--- config.mk ---
export PLATFORM = sky130hd
export DESIGN_NAME = sdram_port_arbiter
export DESIGN_NICKNAME = d
export VERILOG_FILES = /design/src/rtl/sdram_port_arbiter_pkg.sv /design/src/rtl/sdram_port_arbiter_cmd_mux.sv /design/src/rtl/sdram_port_arbiter.sv
export SDC_FILE = /design/constraint.sdc
export NUM_CORES = 1
export LEC_CHECK = 0
export BUFFER_PORTS_ARGS = -buffer_cell sky130_fd_sc_hd__buf_4
export CAP_MARGIN = 20
export CORE_AREA = 8 8 202 204
export CTS_BUF_LIST = sky130_fd_sc_hd__clkbuf_16
export CTS_CLUSTER_SIZE = 12
export DETAILED_ROUTE_END_ITERATION = 8
export DIE_AREA = 0 0 210 212
export PLACE_DENSITY = 0.45
export SLEW_MARGIN = 20
export SYNTH_ARGS = -nofsm -noshare
export SYNTH_HDL_FRONTEND = slang
export SYNTH_SLANG_ARGS = --single-unit
--- constraint.sdc ---
create_clock -name clock -period 2.85 [get_ports clock]
set_input_delay 0.1425 -clock clock [delete_from_list [all_inputs] [get_ports clock]]
set_output_delay 0.1425 -clock clock [all_outputs]
set_load 0.005 [all_outputs]
--- src/rtl/sdram_port_arbiter_pkg.sv ---
// Shared definitions for the two-master SDRAM burst port arbiter:
// default widths, FSM state encoding and the round-robin pick.
package sdram_port_arbiter_pkg;

  localparam int ADDR_BITS_DEF  = 29;
  localparam int DATA_BITS_DEF  = 64;
  localparam int BURST_BITS_DEF = 8;

  typedef enum logic [1:0] {
    ST_IDLE    = 2'd0,
    ST_RD_CMD  = 2'd1,
    ST_RD_DATA = 2'd2,
    ST_WR      = 2'd3
  } state_e;

  // With both masters requesting, the one that did not own the last burst wins.
  function automatic logic pick_winner(input logic req0, input logic req1,
                                       input logic last_grant);
    return (req0 && req1) ? ~last_grant : req1;
  endfunction

endpackage

--- src/rtl/sdram_port_arbiter_cmd_mux.sv ---
// Pure combinational 2:1 selection of the owning master's Avalon command fields.
module sdram_port_arbiter_cmd_mux #(
  parameter int ADDR_BITS  = 29,
  parameter int DATA_BITS  = 64,
  parameter int BURST_BITS = 8
) (
  input  logic                   sel,
  input  logic [ADDR_BITS-1:0]   m0_address,
  input  logic [BURST_BITS-1:0]  m0_burstcount,
  input  logic                   m0_read,
  input  logic                   m0_write,
  input  logic [DATA_BITS-1:0]   m0_writedata,
  input  logic [DATA_BITS/8-1:0] m0_byteenable,
  input  logic [ADDR_BITS-1:0]   m1_address,
  input  logic [BURST_BITS-1:0]  m1_burstcount,
  input  logic                   m1_read,
  input  logic                   m1_write,
  input  logic [DATA_BITS-1:0]   m1_writedata,
  input  logic [DATA_BITS/8-1:0] m1_byteenable,
  output logic [ADDR_BITS-1:0]   o_address,
  output logic [BURST_BITS-1:0]  o_burstcount,
  output logic                   o_read,
  output logic                   o_write,
  output logic [DATA_BITS-1:0]   o_writedata,
  output logic [DATA_BITS/8-1:0] o_byteenable
);

  assign o_address    = sel ? m1_address    : m0_address;
  assign o_burstcount = sel ? m1_burstcount : m0_burstcount;
  assign o_read       = sel ? m1_read       : m0_read;
  assign o_write      = sel ? m1_write      : m0_write;
  assign o_writedata  = sel ? m1_writedata  : m0_writedata;
  assign o_byteenable = sel ? m1_byteenable : m0_byteenable;

endmodule

--- src/rtl/sdram_port_arbiter.sv ---
// Round-robin arbiter sharing one Avalon-MM burst port between two masters;
// grant is held for a full write burst or a read command plus all its beats.
module sdram_port_arbiter
  import sdram_port_arbiter_pkg::*;
#(
  parameter int ADDR_BITS  = ADDR_BITS_DEF,
  parameter int DATA_BITS  = DATA_BITS_DEF,
  parameter int BURST_BITS = BURST_BITS_DEF
) (
  input  logic                   clock,
  input  logic                   reset_n,
  input  logic [ADDR_BITS-1:0]   m0_address,
  input  logic [BURST_BITS-1:0]  m0_burstcount,
  input  logic                   m0_read,
  input  logic                   m0_write,
  input  logic [DATA_BITS-1:0]   m0_writedata,
  input  logic [DATA_BITS/8-1:0] m0_byteenable,
  output logic                   m0_waitrequest,
  output logic [DATA_BITS-1:0]   m0_readdata,
  output logic                   m0_readdatavalid,
  input  logic [ADDR_BITS-1:0]   m1_address,
  input  logic [BURST_BITS-1:0]  m1_burstcount,
  input  logic                   m1_read,
  input  logic                   m1_write,
  input  logic [DATA_BITS-1:0]   m1_writedata,
  input  logic [DATA_BITS/8-1:0] m1_byteenable,
  output logic                   m1_waitrequest,
  output logic [DATA_BITS-1:0]   m1_readdata,
  output logic                   m1_readdatavalid,
  output logic [ADDR_BITS-1:0]   s_address,
  output logic [BURST_BITS-1:0]  s_burstcount,
  output logic                   s_read,
  output logic                   s_write,
  output logic [DATA_BITS-1:0]   s_writedata,
  output logic [DATA_BITS/8-1:0] s_byteenable,
  input  logic                   s_waitrequest,
  input  logic [DATA_BITS-1:0]   s_readdata,
  input  logic                   s_readdatavalid,
  output logic                   grant,
  output logic                   busy,
  output logic [1:0]             state_dbg
);

  // Handshake: a command beat transfers on a cycle where s_read or s_write is
  // high and s_waitrequest is low; a read beat transfers whenever readdatavalid
  // is high, with no backpressure from the master.

  localparam logic [BURST_BITS-1:0] ONE = BURST_BITS'(1);

  state_e                  state_q;
  logic                    grant_q;
  logic                    last_grant_q;
  logic                    wr_started_q;
  logic [BURST_BITS-1:0]   beats_left_q;

  logic [ADDR_BITS-1:0]    sel_address;
  logic [BURST_BITS-1:0]   sel_burstcount;
  logic                    sel_read;
  logic                    sel_write;
  logic [DATA_BITS-1:0]    sel_writedata;
  logic [DATA_BITS/8-1:0]  sel_byteenable;
  logic [BURST_BITS-1:0]   first_len;
  logic                    own_wait;
  logic                    rd_beat;
  logic                    wr_accept;
  logic                    req0;
  logic                    req1;
  logic                    winner;
  logic                    win_read;

  sdram_port_arbiter_cmd_mux #(
    .ADDR_BITS (ADDR_BITS),
    .DATA_BITS (DATA_BITS),
    .BURST_BITS(BURST_BITS)
  ) u_cmd_mux (
    .sel          (grant_q),
    .m0_address   (m0_address),
    .m0_burstcount(m0_burstcount),
    .m0_read      (m0_read),
    .m0_write     (m0_write),
    .m0_writedata (m0_writedata),
    .m0_byteenable(m0_byteenable),
    .m1_address   (m1_address),
    .m1_burstcount(m1_burstcount),
    .m1_read      (m1_read),
    .m1_write     (m1_write),
    .m1_writedata (m1_writedata),
    .m1_byteenable(m1_byteenable),
    .o_address    (sel_address),
    .o_burstcount (sel_burstcount),
    .o_read       (sel_read),
    .o_write      (sel_write),
    .o_writedata  (sel_writedata),
    .o_byteenable (sel_byteenable)
  );

  always_comb begin
    req0      = m0_read | m0_write;
    req1      = m1_read | m1_write;
    winner    = pick_winner(req0, req1, last_grant_q);
    win_read  = winner ? m1_read : m0_read;
    first_len = (sel_burstcount == '0) ? ONE : sel_burstcount;

    s_address    = sel_address;
    s_burstcount = sel_burstcount;
    s_writedata  = sel_writedata;
    s_byteenable = sel_byteenable;
    s_read       = (state_q == ST_RD_CMD) & sel_read;
    s_write      = (state_q == ST_WR) & sel_write;
    wr_accept    = s_write & ~s_waitrequest;

    own_wait       = ((state_q == ST_RD_CMD) || (state_q == ST_WR)) ? s_waitrequest : 1'b1;
    m0_waitrequest = grant_q ? 1'b1 : own_wait;
    m1_waitrequest = grant_q ? own_wait : 1'b1;

    // A beat in the command accept cycle is legal and belongs to this burst.
    rd_beat = s_readdatavalid &
              ((state_q == ST_RD_DATA) || ((state_q == ST_RD_CMD) && !s_waitrequest));
    m0_readdata      = s_readdata;
    m1_readdata      = s_readdata;
    m0_readdatavalid = rd_beat & ~grant_q;
    m1_readdatavalid = rd_beat & grant_q;

    grant     = grant_q;
    busy      = (state_q != ST_IDLE);
    state_dbg = state_q;
  end

  always_ff @(posedge clock) begin
    if (!reset_n) begin
      state_q      <= ST_IDLE;
      grant_q      <= 1'b0;
      last_grant_q <= 1'b1;
      wr_started_q <= 1'b0;
      beats_left_q <= '0;
    end else begin
      case (state_q)
        ST_IDLE: begin
          if (req0 || req1) begin
            grant_q      <= winner;
            wr_started_q <= 1'b0;
            state_q      <= win_read ? ST_RD_CMD : ST_WR;
          end
        end
        ST_RD_CMD: begin
          if (!s_waitrequest) begin
            if (s_readdatavalid && (first_len == ONE)) begin
              beats_left_q <= '0;
              last_grant_q <= grant_q;
              state_q      <= ST_IDLE;
            end else begin
              beats_left_q <= s_readdatavalid ? (first_len - ONE) : first_len;
              state_q      <= ST_RD_DATA;
            end
          end
        end
        ST_RD_DATA: begin
          if (s_readdatavalid) begin
            beats_left_q <= beats_left_q - ONE;
            if (beats_left_q <= ONE) begin
              last_grant_q <= grant_q;
              state_q      <= ST_IDLE;
            end
          end
        end
        ST_WR: begin
          if (wr_accept) begin
            if (!wr_started_q) begin
              if (first_len == ONE) begin
                last_grant_q <= grant_q;
                state_q      <= ST_IDLE;
              end else begin
                beats_left_q <= first_len - ONE;
                wr_started_q <= 1'b1;
              end
            end else begin
              beats_left_q <= beats_left_q - ONE;
              if (beats_left_q <= ONE) begin
                wr_started_q <= 1'b0;
                last_grant_q <= grant_q;
                state_q      <= ST_IDLE;
              end
            end
          end
        end
        default: state_q <= ST_IDLE;
      endcase
    end
  end

endmodule

### Word level (Yosys, flattened, before mapping)

Index checks and enable logic that the tools add are counted.
Widths: inputs -> output; s select.

* register bits: 13
* input bits: 290
* word-level logic and storage cells: 91

* add/subtract/negate cells: 2
* magnitude comparators: 1
* eq/ne operators: 11
* mux-type cells: 44
* bitwise gates (word level): 11
* reduce and logical (&&, ||, !) cells: 17

Operators by type and width (count)
* $mux 8: 10
* $mux 64: 1
* $mux 29: 1
* $pmux 8 s3: 1
* $mux 1: 19
* $mux 2: 9
* $sub 8x1->8 const B: 2
* $reduce_and 5->1: 2
* $eq 8x1->1 const B: 1
* $le 8x1->1 const B: 1
* $logic_not 8->1: 1
* $ne 2x2->1 const B: 4
* $pmux 2 s4: 1
* $and 1x1->1: 6
* $reduce_and 6->1: 1
* $eq 2x2->1 const B: 2
* $reduce_bool 2->1: 2
* $logic_and 1x1->1: 3
* $logic_or 1x1->1: 3
* $ne 3x2->1 const B: 1
* $ne 3x3->1 const B: 1
* $not 1->1: 3
* $pmux 1 s3: 1
* $reduce_and 3->1: 1
* 8 further kinds: 9

### Depth between registers and ports, before layout

* depth after elaboration: 8
* mapped depth: 12

### Hierarchy

From an unflattened synthesis, not the netlist that was laid out.

* cell total of the unflattened synthesis: 424
* area total of the unflattened synthesis: 3583.4 sq um

Modules (own cells, without submodules)
* sdram_port_arbiter: times used 1, cells an instance 301, area each 2210.9 sq um, sequential area each 260.2 sq um
* sdram_port_arbiter_cmd_mux: times used 1, cells an instance 123, area each 1372.6 sq um, sequential area each 0.0 sq um

### Least setup slack after synthesis

Ideal clock, no wire load.

* path kind: flip-flop to flip-flop
* start: reg grant_q (netlist: grant)
* end: reg beats_left_q[7]
* setup time: 0.074 ns
* arrival time: 2.470 ns
* data required time: 2.776 ns
* path slack: 0.306 ns
* stages on the path, launching flop included: 12
* buffers on the path: 3
* cell sequence: dfxtp_1 > buf_6 > buf_2 > mux2_2 > a31oi_1 > inv_1 > ha_1 > o21a_2 > a31oi_2 > buf_2 > o21ai_0 > a31oi_1

* word-level cells in the longest chain between the ends: 8
* elaborated cells on any way between the ends: 19
* classes of those cells: add/sub: 1; eq/ne: 3; mux: 10; bitwise: 2; reduce/logical: 3

Ends and longest elaborated chain
* start: declaration: RTL line sdram_port_arbiter.sv:51 `logic grant_q;`
* start signal: assignment: RTL line sdram_port_arbiter.sv:140 `grant_q <= winner;`
* $mux 8 *: RTL line sdram_port_arbiter_cmd_mux.sv:29 `assign o_burstcount = sel ? m1_burstcount : m0_burstcount;`
* net s_burstcount[0]: RTL line sdram_port_arbiter.sv:31 `output logic [BURST_BITS-1:0] s_burstcount,`
* $logic_not 8->1: RTL line sdram_port_arbiter.sv:102 `first_len = (sel_burstcount == '0) ? ONE : sel_burstcount;`
* $mux 8 *: RTL line sdram_port_arbiter.sv:102
* $sub 8x1->8 / $eq 8x1->1 (equally long branches)
* $mux 8, or another cell as far along: RTL line sdram_port_arbiter.sv:169 `if (first_len == ONE) begin`
* $mux 8 (on tied branches): RTL line sdram_port_arbiter.sv:168, sdram_port_arbiter.sv:147
* $mux 8 (on tied branches): RTL line sdram_port_arbiter.sv:167, sdram_port_arbiter.sv:146
* $pmux 8 s3: RTL line sdram_port_arbiter.sv:137 `case (state_q)`
* end signal: assignment: RTL line sdram_port_arbiter.sv:152 `beats_left_q <= s_readdatavalid ? (first_len - ONE) : first_len;`
* end signal: assignment: RTL line sdram_port_arbiter.sv:173 `beats_left_q <= first_len - ONE;`
* end signal: assignment: RTL line sdram_port_arbiter.sv:177 `beats_left_q <= beats_left_q - ONE;`
* end: declaration: RTL line sdram_port_arbiter.sv:54 `logic [BURST_BITS-1:0] beats_left_q;`

The timed path passes the listed nets; every way through them passes the cells marked *. The select of a mux whose other input is x is not followed.
A chain may end at the register's enable or synchronous reset.

### Final worst setup path

* start: reg grant_q (netlist: grant)
* end: reg beats_left_q[4]

* word-level cells in the longest chain between the ends: 8
* elaborated cells on any way between the ends: 19
* classes of those cells: add/sub: 1; eq/ne: 3; mux: 10; bitwise: 2; reduce/logical: 3

Ends and longest elaborated chain (RTL line)
* $mux 8: sdram_port_arbiter_cmd_mux.sv:29
* $logic_not 8->1: sdram_port_arbiter.sv:102
* $mux 8: sdram_port_arbiter.sv:102
* $sub 8x1->8 / $eq 8x1->1 (equally long branches)
* $mux 8, or another cell as far along: sdram_port_arbiter.sv:169
* $mux 8 (on tied branches): sdram_port_arbiter.sv:168, sdram_port_arbiter.sv:147
* $mux 8 (on tied branches): sdram_port_arbiter.sv:167, sdram_port_arbiter.sv:146
* $pmux 8 s3: sdram_port_arbiter.sv:137

Parallel ways exist; a longest one is shown, timed or not. The select of a mux whose other input is x is not followed.

==> metrics <==
status=finished, final reports clean; total CTS buffers=3; Leak=0.00263 uW; CTS tree=yes; CP Cell Sequence=nor3_1 -> or2_2 -> a31oi_1 -> inv_1 -> ha_1 -> o21a_2 -> a31oi_2 -> buf_4 -> o2111ai_1 -> a31oi_1; CP delay by family, top=compound AO/OA/AOI/OAI gates; drt initial violations=138; die height=212 um; Mapped Nets=734; initial antenna violation count=3; Final Max Tran Viols=0; area growth from synthesis to layout=61.4%; post-route cell area=6000 um2; Tightest Pin Transition=918 ps; Hold Crit Class=primary input to flip-flop; Pwr per Cell Area=418 nW/um2; DRT Pass-1 Iters=4; Int Power=1440 uW; Post-DRT Antenna Nets=0; aggregate negative setup slack=0 ps; Die ar.=44500 um2; diode count=0; FFs w/ async S/R, synth=0; CTS sink count=13; minimum clock period=2570 ps; CP max stage cell=dfxtp_4; Required @ worst endpoint=3020 ps; GRT Util Overall=0.106; Largest stage delay, worst path=490 ps; predominant post-synthesis flop cell=dfxtp_1; Remaining Overflow, GRT=0; placed cells=1159; Routed WL=24800 um; Clk pin slew, worst setup/hold paths=50 ps; largest net degree at the start of global routing=71; # port buffers=344; Syn Area/Cell=8.45 um2; Slew headroom=0.388; Post-CTS Setup Inserts=0; Clock Path Buffers=2; combinational fraction of design power=0.750; placed inst area=5920 um2; Yosys warning count=0; most used cell, CP=a31oi_1; Reg power frac=0.143; Yosys reg bits=13; Starting Density=0.0981; clk_skew=2.06 ps; CP endpoint kind=flip-flop; later-pin clock latency in the skew report=240 ps; detailed placer's ending HPWL=22700 um; crit path DAT=2740 ps; site row count=72; vias in the first global route=4434; sequential share of the synthesized area=0.0700; crit-path max FO=19; Core Area=37900 um2; CP Class=flip-flop to flip-flop; IO Count=537; sw power=1080 uW; CTS root buffer=clkbuf_16; Vias=3996; max-cap viol count=0; share of cells above drive strength 1=0.750; switching portion of total power=0.428; vias per cell=3.44; peak supply drop=216 uV; non-filler cells, final=1163; Post-Synthesis Cell Area=3720 um2; Post-synth EDFFs=0; crit path launch type=flip-flop; routability cong.=0.805; clock share of power=0.106; worst path bufs/invs=2; cell count after synthesis=440; Die X=210 um; first-pass GRT wire length=34100 um; final setup vio count=0; DRC errors left=0; FMAX=390 MHz; part of the cycle the worst path needs=0.901; count of cell types in the netlist=60; final hold violation count=0; WL/cell=21.3 um; H-tree Lvls=1; RSZ-0062 raised after global routing=no; Final #Nets=940
## Yosys cell counts, types with 3 or more instances
cell type  count  area [um2]
clkbuf_1      11        41.3
o21ai_0       10        50.1
o22ai_1        4        25.0
nand3_1        4        20.0
a21oi_1       12        60.1
a31oi_1        9        56.3
inv_1         12        45.0
dfxtp_1       13         260
ha_1           4        50.1
nor3b_1        3        22.5
nand2_1       12        45.0
mux2_2       107        1200
o22a_1         3        26.3
o21a_1         3        22.5
buf_2          7        35.0
buf_4        128         961
mux2i_1        7        70.1
xnor2_1        4        35.0
nor4_1         4        25.0
nand2b_1       5        31.3
nor3_1         8        40.0
or2_2          3        18.8
o211ai_1       4        30.0
nor2b_1        3        18.8
nor2_1        12        45.0
## worst register-to-register path, cell delays in order (launching register included)
cell       delay [ps]
dfxtp_4           490
nor3_1            140
or2_2             310
a31oi_1           310
inv_1              80
ha_1              200
o21a_2            160
a31oi_2           300
buf_4             230
o2111ai_1         130
a31oi_1           140
## kinds of logic after synthesis
kind of cell	share of synthesized area
AOI/OAI and AO/OA	0.132
xor gates and xnor gates	0.0118
adders and majority gates	0.0135
buffers and inverters	0.304
DFF	0.0700
muxes	0.343
and+or+nand+nor	0.126
## per-layer routing
metal  global-route usage  part of all wire  up-vias
li1                     -                 -     1861
met1                0.115              0.38     1811
met2                0.175              0.47      282
met3               0.0638              0.13       36
met4               0.0243             0.020        6
met5                    0            0.0017        -
## power by group through the flow
| stage | combinational (uW) | clock [uW] | sequential (uW) |
|---|---|---|---|
| after global placement | 1910 | 0 | 363 |
| after CTS | 1920 | 267 | 361 |
| after detailed placement | 1910 | 0 | 364 |
| final | 1880 | 267 | 360 |
| after floorplan | 1160 | 0 | 300 |
| after global routing | 2070 | 279 | 379 |
## state kept, by name, indices dropped and copies added (netlist names)
| signal | cells |
|---|---|
| grant | 1 |
| last_grant_q | 1 |
| wr_started_q | 1 |
| state_dbg | 2 |
| beats_left_q | 8 |
## final cells by class
cell class                 instances  area, um2
multi-input combinational        265       2330
fill                            4328      31900
clock inverter                     1       3.75
clock buffer                       3       75.1
tap                              518        648
inverter                          12       45.0
timing repair buffer             351       2640
sequential                        13        264
## final timing paths
kind / startpoint / to / slack [ps] / cells past startpoint
worst min register to register: beats_left_q[4] / beats_left_q[4] / 520 / 2
worst max register to register: grant / beats_left_q[4] / 280 / 10
worst max-delay path: grant / beats_left_q[4] / 280 / 10
worst min-delay path: reset_n / last_grant_q / 170 / 2
## cells in the final DEF (no fill, tap or decap), types with 3 or more instances in the layout
cell type,instances
nand2_1,12
o21ai_0,10
nor4_1,4
o22a_1,3
nor3b_1,3
nand3_1,4
o22ai_1,4
o21a_1,3
mux2i_1,7
nor3_1,8
xnor2_1,4
a21oi_1,12
nand2b_1,5
ha_1,4
nor2b_1,3
mux2_2,107
a31oi_1,9
buf_4,351
nor2_1,12
clkbuf_16,3
o211ai_1,4
inv_1,13
or2_2,3
dfxtp_1,12
## what timing repair did
item | CTS | global route
resized for setup | 0 | 1
endpoints found under the hold margin | 0 | 0
hold buffers | 0 | 0
setup endpoints to repair | 0 | 1
## through the flow
step | power (uW) | util | hold WS [ps] | setup WS, ps
2_1_floorplan | 1460 | - | 281 | 306
3_3_place_gp | 2270 | 0.156 | 285 | 292
3_5_place_dp | 2270 | 0.156 | 285 | 238
4_1_cts | 2550 | 0.158 | 172 | 211
5_1_grt | 2720 | 0.158 | 188 | 1.70
6_report | 2510 | 0.158 | 174 | 283
Power figures use the tool's default switching activity.
